<file path="config.mk">
export PLATFORM = sky130hd
export DESIGN_NAME = vlsu_cmt_tracker_flat
export DESIGN_NICKNAME = d
export VERILOG_FILES = /design/src/rtl/vlsu_cmt_tracker_if.sv /design/src/rtl/vlsu_cmt_tracker.sv /design/src/flat_wrapper.sv
export SDC_FILE = /design/constraint.sdc
export NUM_CORES = 1
export LEC_CHECK = 0
export ABC_CLOCK_PERIOD_IN_PS = 13400
export BUFFER_PORTS_ARGS = -buffer_cell sky130_fd_sc_hd__buf_2
export CORE_ASPECT_RATIO = 1.75
export CORE_MARGIN = 1
export CORE_UTILIZATION = 30
export CTS_CLUSTER_DIAMETER = 120
export CTS_CLUSTER_SIZE = 16
export DETAILED_ROUTE_END_ITERATION = 6
export HOLD_SLACK_MARGIN = 0.06
export PLACE_DENSITY = 0.54
export SLEW_MARGIN = 20
export SYNTH_ARGS = -nofsm -noshare
export SYNTH_HDL_FRONTEND = slang
export SYNTH_SLANG_ARGS = --single-unit
</file>
<file path="constraint.sdc">
create_clock -name clk_i -period 13.4 [get_ports clk_i]
set_input_delay 1.34 -clock clk_i [delete_from_list [all_inputs] [get_ports clk_i]]
set_output_delay 1.34 -clock clk_i [all_outputs]
set_load 0.02 [all_outputs]
</file>
<file path="src/rtl/vlsu_cmt_tracker_if.sv">
// Bundle of the request, issue, completion and response signals of the VLSU commit tracker.
// Valid/ready: a transfer happens on a rising edge where both are high; valid never waits on ready.
interface vlsu_cmt_tracker_if #(
  parameter int unsigned IdWidth = 3
);
  logic               req_valid_i;
  logic               req_ready_o;
  logic [IdWidth-1:0] req_id_i;
  logic               req_is_load_i;
  logic               txn_valid_i;
  logic               txn_ready_o;
  logic               txn_last_i;
  logic               ld_cmpl_i;
  logic               st_cmpl_i;
  logic               cmpl_err_i;
  logic               resp_valid_o;
  logic               resp_ready_i;
  logic [IdWidth-1:0] resp_id_o;
  logic               resp_err_o;
  logic               spurious_o;

  modport master (
    output req_valid_i, req_id_i, req_is_load_i, txn_valid_i, txn_last_i,
           ld_cmpl_i, st_cmpl_i, cmpl_err_i, resp_ready_i,
    input  req_ready_o, txn_ready_o, resp_valid_o, resp_id_o, resp_err_o, spurious_o
  );

  modport slave (
    input  req_valid_i, req_id_i, req_is_load_i, txn_valid_i, txn_last_i,
           ld_cmpl_i, st_cmpl_i, cmpl_err_i, resp_ready_i,
    output req_ready_o, txn_ready_o, resp_valid_o, resp_id_o, resp_err_o, spurious_o
  );
endinterface

</file>
<file path="src/rtl/vlsu_cmt_tracker.sv">
// In-order commit tracker: counts AXI transactions per vector request and retires each
// request once all its transactions have completed.
module vlsu_cmt_tracker #(
  parameter int unsigned NrReqs   = 4,
  parameter int unsigned IdWidth  = 3,
  parameter int unsigned CntWidth = 8
) (
  input  logic                clk_i,
  input  logic                rst_i,
  vlsu_cmt_tracker_if.slave   bus
);

  localparam int unsigned PtrW = $clog2(NrReqs);
  localparam logic [CntWidth-1:0] CntOne = CntWidth'(1);

  typedef logic [PtrW:0]   ptr_t;
  typedef logic [PtrW-1:0] idx_t;

  typedef struct packed {
    logic                valid;
    logic [IdWidth-1:0]  id;
    logic                is_load;
    logic                closed;
    logic [CntWidth-1:0] cnt;
    logic                err;
  } entry_t;

  entry_t ent_q [NrReqs];
  entry_t ent_d [NrReqs];

  ptr_t head_q, head_d, iss_q, iss_d, tail_q, tail_d;

  logic               resp_valid_q, resp_valid_d;
  logic [IdWidth-1:0] resp_id_q, resp_id_d;
  logic               resp_err_q, resp_err_d;
  logic               spurious_q, spurious_d;

  logic full, do_alloc, do_issue, do_retire;
  idx_t head_idx, iss_idx, tail_idx, hd_next, scan_idx;
  logic ld_hit, st_hit;
  idx_t ld_idx, st_idx;

  assign head_idx = head_q[PtrW-1:0];
  assign iss_idx  = iss_q[PtrW-1:0];
  assign tail_idx = tail_q[PtrW-1:0];

  assign full = (head_q[PtrW] != tail_q[PtrW]) && (head_idx == tail_idx);

  assign bus.req_ready_o  = !full;
  assign bus.txn_ready_o  = (iss_q != tail_q) && (ent_q[iss_idx].cnt != '1);
  assign bus.resp_valid_o = resp_valid_q;
  assign bus.resp_id_o    = resp_id_q;
  assign bus.resp_err_o   = resp_err_q;
  assign bus.spurious_o   = spurious_q;

  assign do_alloc  = bus.req_valid_i && !full;
  assign do_issue  = bus.txn_valid_i && bus.txn_ready_o;
  assign do_retire = resp_valid_q && bus.resp_ready_i;

  // Oldest-first search from head; only issued entries can have a non-zero count.
  always_comb begin
    ld_hit   = 1'b0;
    st_hit   = 1'b0;
    ld_idx   = '0;
    st_idx   = '0;
    scan_idx = '0;
    for (int i = 0; i < NrReqs; i++) begin
      scan_idx = head_idx + idx_t'(i);
      if (!ld_hit && ent_q[scan_idx].valid && ent_q[scan_idx].is_load &&
          (ent_q[scan_idx].cnt != '0)) begin
        ld_hit = 1'b1;
        ld_idx = scan_idx;
      end
      if (!st_hit && ent_q[scan_idx].valid && !ent_q[scan_idx].is_load &&
          (ent_q[scan_idx].cnt != '0)) begin
        st_hit = 1'b1;
        st_idx = scan_idx;
      end
    end
  end

  always_comb begin
    ent_d  = ent_q;
    head_d = head_q;
    iss_d  = iss_q;
    tail_d = tail_q;

    if (do_alloc) begin
      ent_d[tail_idx].valid   = 1'b1;
      ent_d[tail_idx].id      = bus.req_id_i;
      ent_d[tail_idx].is_load = bus.req_is_load_i;
      ent_d[tail_idx].closed  = 1'b0;
      ent_d[tail_idx].cnt     = '0;
      ent_d[tail_idx].err     = 1'b0;
      tail_d                  = tail_q + ptr_t'(1);
    end

    // Issue and completion may hit the same slot; applying both nets to zero.
    for (int s = 0; s < NrReqs; s++) begin
      if (do_issue && (iss_idx == idx_t'(s)))
        ent_d[s].cnt = ent_d[s].cnt + CntOne;
      if (bus.ld_cmpl_i && ld_hit && (ld_idx == idx_t'(s))) begin
        ent_d[s].cnt = ent_d[s].cnt - CntOne;
        ent_d[s].err = ent_d[s].err | bus.cmpl_err_i;
      end
      if (bus.st_cmpl_i && st_hit && (st_idx == idx_t'(s))) begin
        ent_d[s].cnt = ent_d[s].cnt - CntOne;
        ent_d[s].err = ent_d[s].err | bus.cmpl_err_i;
      end
    end

    if (do_issue && bus.txn_last_i) begin
      ent_d[iss_idx].closed = 1'b1;
      iss_d                 = iss_q + ptr_t'(1);
    end

    if (do_retire) begin
      ent_d[head_idx].valid  = 1'b0;
      ent_d[head_idx].closed = 1'b0;
      head_d                 = head_q + ptr_t'(1);
    end

    // Response is registered from the post-update state of the (possibly new) head.
    hd_next      = head_d[PtrW-1:0];
    resp_valid_d = (head_d != iss_d) && ent_d[hd_next].closed && (ent_d[hd_next].cnt == '0);
    resp_id_d    = ent_d[hd_next].id;
    resp_err_d   = ent_d[hd_next].err;
    spurious_d   = (bus.ld_cmpl_i && !ld_hit) || (bus.st_cmpl_i && !st_hit);
  end

  always_ff @(posedge clk_i) begin
    if (rst_i) begin
      head_q       <= '0;
      iss_q        <= '0;
      tail_q       <= '0;
      resp_valid_q <= 1'b0;
      resp_id_q    <= '0;
      resp_err_q   <= 1'b0;
      spurious_q   <= 1'b0;
      for (int s = 0; s < NrReqs; s++) ent_q[s] <= '0;
    end else begin
      head_q       <= head_d;
      iss_q        <= iss_d;
      tail_q       <= tail_d;
      resp_valid_q <= resp_valid_d;
      resp_id_q    <= resp_id_d;
      resp_err_q   <= resp_err_d;
      spurious_q   <= spurious_d;
      for (int s = 0; s < NrReqs; s++) ent_q[s] <= ent_d[s];
    end
  end

  // Upstream must only report a transaction while one can be accepted.
  txn_contract_a: assert property (@(posedge clk_i) disable iff (rst_i)
    !(bus.txn_valid_i && !bus.txn_ready_o));

endmodule

</file>
<file path="src/flat_wrapper.sv">
// flat-port wrapper written by rule: the top's interface ports become plain ports
module vlsu_cmt_tracker_flat 
#(
  parameter int unsigned NrReqs   = 4,
  parameter int unsigned IdWidth  = 3,
  parameter int unsigned CntWidth = 8
)
  (clk_i, rst_i, bus_req_valid_i, bus_req_id_i, bus_req_is_load_i, bus_txn_valid_i, bus_txn_last_i, bus_ld_cmpl_i, bus_st_cmpl_i, bus_cmpl_err_i, bus_resp_ready_i, bus_req_ready_o, bus_txn_ready_o, bus_resp_valid_o, bus_resp_id_o, bus_resp_err_o, bus_spurious_o);
  vlsu_cmt_tracker_if #(.IdWidth(IdWidth)) bus_i ();
  input  logic clk_i;
  input  logic rst_i;
  input wire logic [$bits(bus_i.req_valid_i)-1:0] bus_req_valid_i;
  input wire logic [$bits(bus_i.req_id_i)-1:0] bus_req_id_i;
  input wire logic [$bits(bus_i.req_is_load_i)-1:0] bus_req_is_load_i;
  input wire logic [$bits(bus_i.txn_valid_i)-1:0] bus_txn_valid_i;
  input wire logic [$bits(bus_i.txn_last_i)-1:0] bus_txn_last_i;
  input wire logic [$bits(bus_i.ld_cmpl_i)-1:0] bus_ld_cmpl_i;
  input wire logic [$bits(bus_i.st_cmpl_i)-1:0] bus_st_cmpl_i;
  input wire logic [$bits(bus_i.cmpl_err_i)-1:0] bus_cmpl_err_i;
  input wire logic [$bits(bus_i.resp_ready_i)-1:0] bus_resp_ready_i;
  output wire logic [$bits(bus_i.req_ready_o)-1:0] bus_req_ready_o;
  output wire logic [$bits(bus_i.txn_ready_o)-1:0] bus_txn_ready_o;
  output wire logic [$bits(bus_i.resp_valid_o)-1:0] bus_resp_valid_o;
  output wire logic [$bits(bus_i.resp_id_o)-1:0] bus_resp_id_o;
  output wire logic [$bits(bus_i.resp_err_o)-1:0] bus_resp_err_o;
  output wire logic [$bits(bus_i.spurious_o)-1:0] bus_spurious_o;
  assign bus_i.req_valid_i = bus_req_valid_i;
  assign bus_i.req_id_i = bus_req_id_i;
  assign bus_i.req_is_load_i = bus_req_is_load_i;
  assign bus_i.txn_valid_i = bus_txn_valid_i;
  assign bus_i.txn_last_i = bus_txn_last_i;
  assign bus_i.ld_cmpl_i = bus_ld_cmpl_i;
  assign bus_i.st_cmpl_i = bus_st_cmpl_i;
  assign bus_i.cmpl_err_i = bus_cmpl_err_i;
  assign bus_i.resp_ready_i = bus_resp_ready_i;
  assign bus_req_ready_o = bus_i.req_ready_o;
  assign bus_txn_ready_o = bus_i.txn_ready_o;
  assign bus_resp_valid_o = bus_i.resp_valid_o;
  assign bus_resp_id_o = bus_i.resp_id_o;
  assign bus_resp_err_o = bus_i.resp_err_o;
  assign bus_spurious_o = bus_i.spurious_o;
  vlsu_cmt_tracker #(.NrReqs(NrReqs), .IdWidth(IdWidth), .CntWidth(CntWidth)) u_core (.clk_i(clk_i), .rst_i(rst_i), .bus(bus_i));
endmodule
</file>
==> flow_summary.yaml <==
sta:
  skew_ns: 0.00792
  fmax_ghz: 0.173
  hold_viol: 0
  final.period_utilization: 0.432
  fin_crit_ns: 5.78
  worst_pin_slew_ns: 0.989
  rsz0062_at_grt: "false"
  relSlewSlack: 0.336
  maxSlewViolCount: 0
  setup_viol: 0
  fin_tns_setup_ns: 0
synth:
  syn_nets: 853
  syn_inst: 816
  synth_area_mm2: 0.00613
  yosysSeqAreaShare: 0.245
  synthFlopType: "dfxtp_1"
  syn_avg_cell_area_um2: 7.51
  synth_cell_types: 63
  yosys_warnings: 0
  synth_seq_cells: 75
  async_reset_ff_frac: 0
  synth_edf_count: 0
grt:
  gr-usage-all-layers: 0.205
  grt_start_max_net_pins: 76
  grt_pass1_wl_um: 32200
  antenna_found_initial: 0
  grt_pass1_vias: 5874
  overflow: 0
power:
  p_leak_nw: 2.59
  p_total_mw: 0.592
  switching_power_mw: 0.189
  swShare: 0.319
  ir_drop_uv: 44.7
  p_per_area_mw_per_mm2: 87.5
  clock_power_share: 0.399
  seq_power_share: 0.405
  combPwrFrac: 0.196
  p_int_mw: 0.403
cts:
  cts_hold_buf: 0
  cts_setup_buffers: 0
  htree_levels: 3
  cts_tree: "done"
  cts_sinks: 75
  cts_buffers: 9
  clock_latency_ns: 0.35
  cts_buffer_depth: 2
  cts_root_buf: "clkbuf_16"
  ctsResizeCount: 0
  path_clk_slew_ns: 0.07
critical_path:
  r2r_start: "u_core.head_q[1]$_SDFF_PP0_"
  cp-start-kind: "register"
  rr_endpoint: "u_core.bus.resp_valid_o$_SDFF_PP0_"
  crit_fanout: 15
  path_class: "reg2reg"
  critical_path.endpoint_type: "register"
  regToRegSetupSlack_ns: 7.62
  cp.required_ns: 13.70
  r2r_cells: 17
  arrival_ns: 6.08
floorplanning:
  chipWidth_um: 110
  rows: 68
  die-area_mm2: 0.0210
  coreArea_mm2: 0.0199
  start_util: 0.308
  pin_count: 21
  die_h_um: 191
final_layout:
  num-fill-cells: 2181
  area_growth_pct: 10.3
  n_antenna_cell: 0
  final_common_cell: "nor2_1"
  layout-drive-gt1-share: 0.0972
  fin_nets: 855
  final_cell_mix: "nor2_1, nand2_1, dfxtp_1"
min_path:
  hp-start: "u_core.ent_q[57]$_SDFF_PP0_"
  hold_depth: 2
  min_to: "u_core.ent_q[57]$_SDFF_PP0_"
  hp-class: "reg2reg"
placed_design:
  portBuffers: 20
  dp_hpwl_um: 15700
  gp_congestion: 0.929
routing:
  via_per_inst: 5.55
  postRouteAntennaNets: 0
  drt-initial-drc-count: 320
  wl_um: 20200
  drt_first_pass_iters: 4
  wire_per_inst_um: 18.9
  route.detailed.drc: 0
  via_count: 5927
run:
  maxCapViolCount: 0
outcome:
  status: "completed"
-- cell type report --
class	instances	area, um^2	area share
clock inverter	5	37.5	0.00555
tap	245	307	0.0453
multi-input combinational	677	4410	0.652
inverter	26	97.6	0.0144
timing repair buffer	29	168	0.0248
sequential	75	1500	0.222
clock buffer	11	243	0.0359
-- stage by stage --
step	setup WS, ns	cell area (um^2)	hold WS (ns)	utilization	instances
2_1_floorplan	8.64	6130	0.436	-	816
6_report	7.62	6760	0.458	0.340	1068
3_5_place_dp	7.72	6480	0.448	0.326	1052
3_3_place_gp	7.85	6480	0.448	0.326	1052
4_1_cts	7.68	6760	0.459	0.340	1068
5_1_grt	7.12	6760	0.480	0.340	1068
-- flip-flops by register name, indices dropped and copies added (netlist names), named ones only --
name and flops:
u_core.bus.resp_valid_o 1, u_core.bus.resp_err_o 1, u_core.bus.resp_id_o 3, u_core.bus.spurious_o 1
u_core.tail_q 3, u_core.ent_q 56, u_core.head_q 3, u_core.iss_q 3
-- Yosys cell counts (all sizes together), types with 5 or more instances --
| cell type | instances | area, um^2 |
|---|---|---|
| a211oi | 6 | 45.0 |
| a21oi | 45 | 229 |
| a22oi | 7 | 52.6 |
| a311oi | 7 | 61.3 |
| a31oi | 8 | 50.1 |
| and2 | 18 | 113 |
| and3 | 15 | 93.8 |
| buf | 6 | 26.3 |
| clkbuf | 32 | 120 |
| dfxtp | 75 | 1500 |
| ha | 24 | 300 |
| inv | 26 | 97.6 |
| mux2 | 5 | 56.3 |
| mux2i | 17 | 170 |
| mux4 | 8 | 180 |
| nand2 | 103 | 387 |
| nand2b | 6 | 37.5 |
| nand3 | 21 | 105 |
| nand3b | 5 | 53.8 |
| nand4 | 26 | 163 |
| nor2 | 108 | 405 |
| nor2b | 10 | 62.6 |
| nor3 | 35 | 185 |
| nor4 | 15 | 93.8 |
| o21ai | 16 | 91.3 |
| o22ai | 13 | 81.3 |
| o31ai | 5 | 37.5 |
| or2 | 8 | 50.1 |
| or3 | 6 | 37.5 |
| or4 | 10 | 82.6 |
| xnor2 | 49 | 429 |
| xor2 | 35 | 307 |
-- cell families (layout without fill, tap and decap cells) --
| group | Yosys count | in the layout | share of synthesized area |
|---|---|---|---|
| AO/OA/AOI/OAI | 141 | 141 | 0.156 |
| flip-flops | 75 | 75 | 0.245 |
| XOR/XNOR | 85 | 85 | 0.124 |
| adder cells (fa/ha/maj) | 24 | 24 | 0.0490 |
| multiplexers | 30 | 30 | 0.0663 |
| AND/OR/NAND/NOR | 397 | 397 | 0.320 |
| buffers and inverters | 64 | 71 | 0.0398 |
-- worst max-delay path by stage --
stage / start / end / slack (ns)
floorplan: u_core.head_q[0]$_SDFF_PP0_ / u_core.bus.resp_valid_o$_SDFF_PP0_ / 8.64
global placement: u_core.head_q[1]$_SDFF_PP0_ / u_core.bus.resp_valid_o$_SDFF_PP0_ / 7.85
detailed placement: u_core.head_q[1]$_SDFF_PP0_ / u_core.bus.resp_valid_o$_SDFF_PP0_ / 7.72
CTS: u_core.head_q[1]$_SDFF_PP0_ / u_core.bus.resp_valid_o$_SDFF_PP0_ / 7.68
global route: u_core.head_q[1]$_SDFF_PP0_ / u_core.bus.resp_valid_o$_SDFF_PP0_ / 7.12
finish: u_core.head_q[1]$_SDFF_PP0_ / u_core.bus.resp_valid_o$_SDFF_PP0_ / 7.62
-- power by group through the flow --
stage	Sequential (mW)	Combinational [mW]	Clock [mW]
2_1_floorplan	0.242	0.0812	0
3_3_place_gp	0.245	0.116	0
3_5_place_dp	0.245	0.115	0
4_1_cts	0.240	0.116	0.242
5_1_grt	0.241	0.127	0.250
6_report	0.240	0.116	0.236
-- worst max-delay path, cell delays in order, from the launching register on --
cell	delay (ns)
dfxtp_1	0.71
inv_1	0.19
ha_1	0.65
mux4_2	0.59
nand2_1	0.10
nor3_1	0.10
or2_1	0.29
or3_1	0.52
a21oi_2	0.40
xor2_1	0.36
ha_1	0.28
a21oi_1	0.11
nor3b_1	0.25
xnor2_1	0.16
and2_1	0.15
nand4_1	0.09
a221oi_1	0.60
a211o_1	0.16
-- routing by layer --
metal,vias up,track usage,part of all wire
li1,2916,-,-
met1,2821,0.222,0.39
met2,134,0.374,0.53
met3,56,0.0225,0.025
met4,0,0.120,0.056
met5,-,0,0
Note: power is estimated with default switching activity, not from simulation.
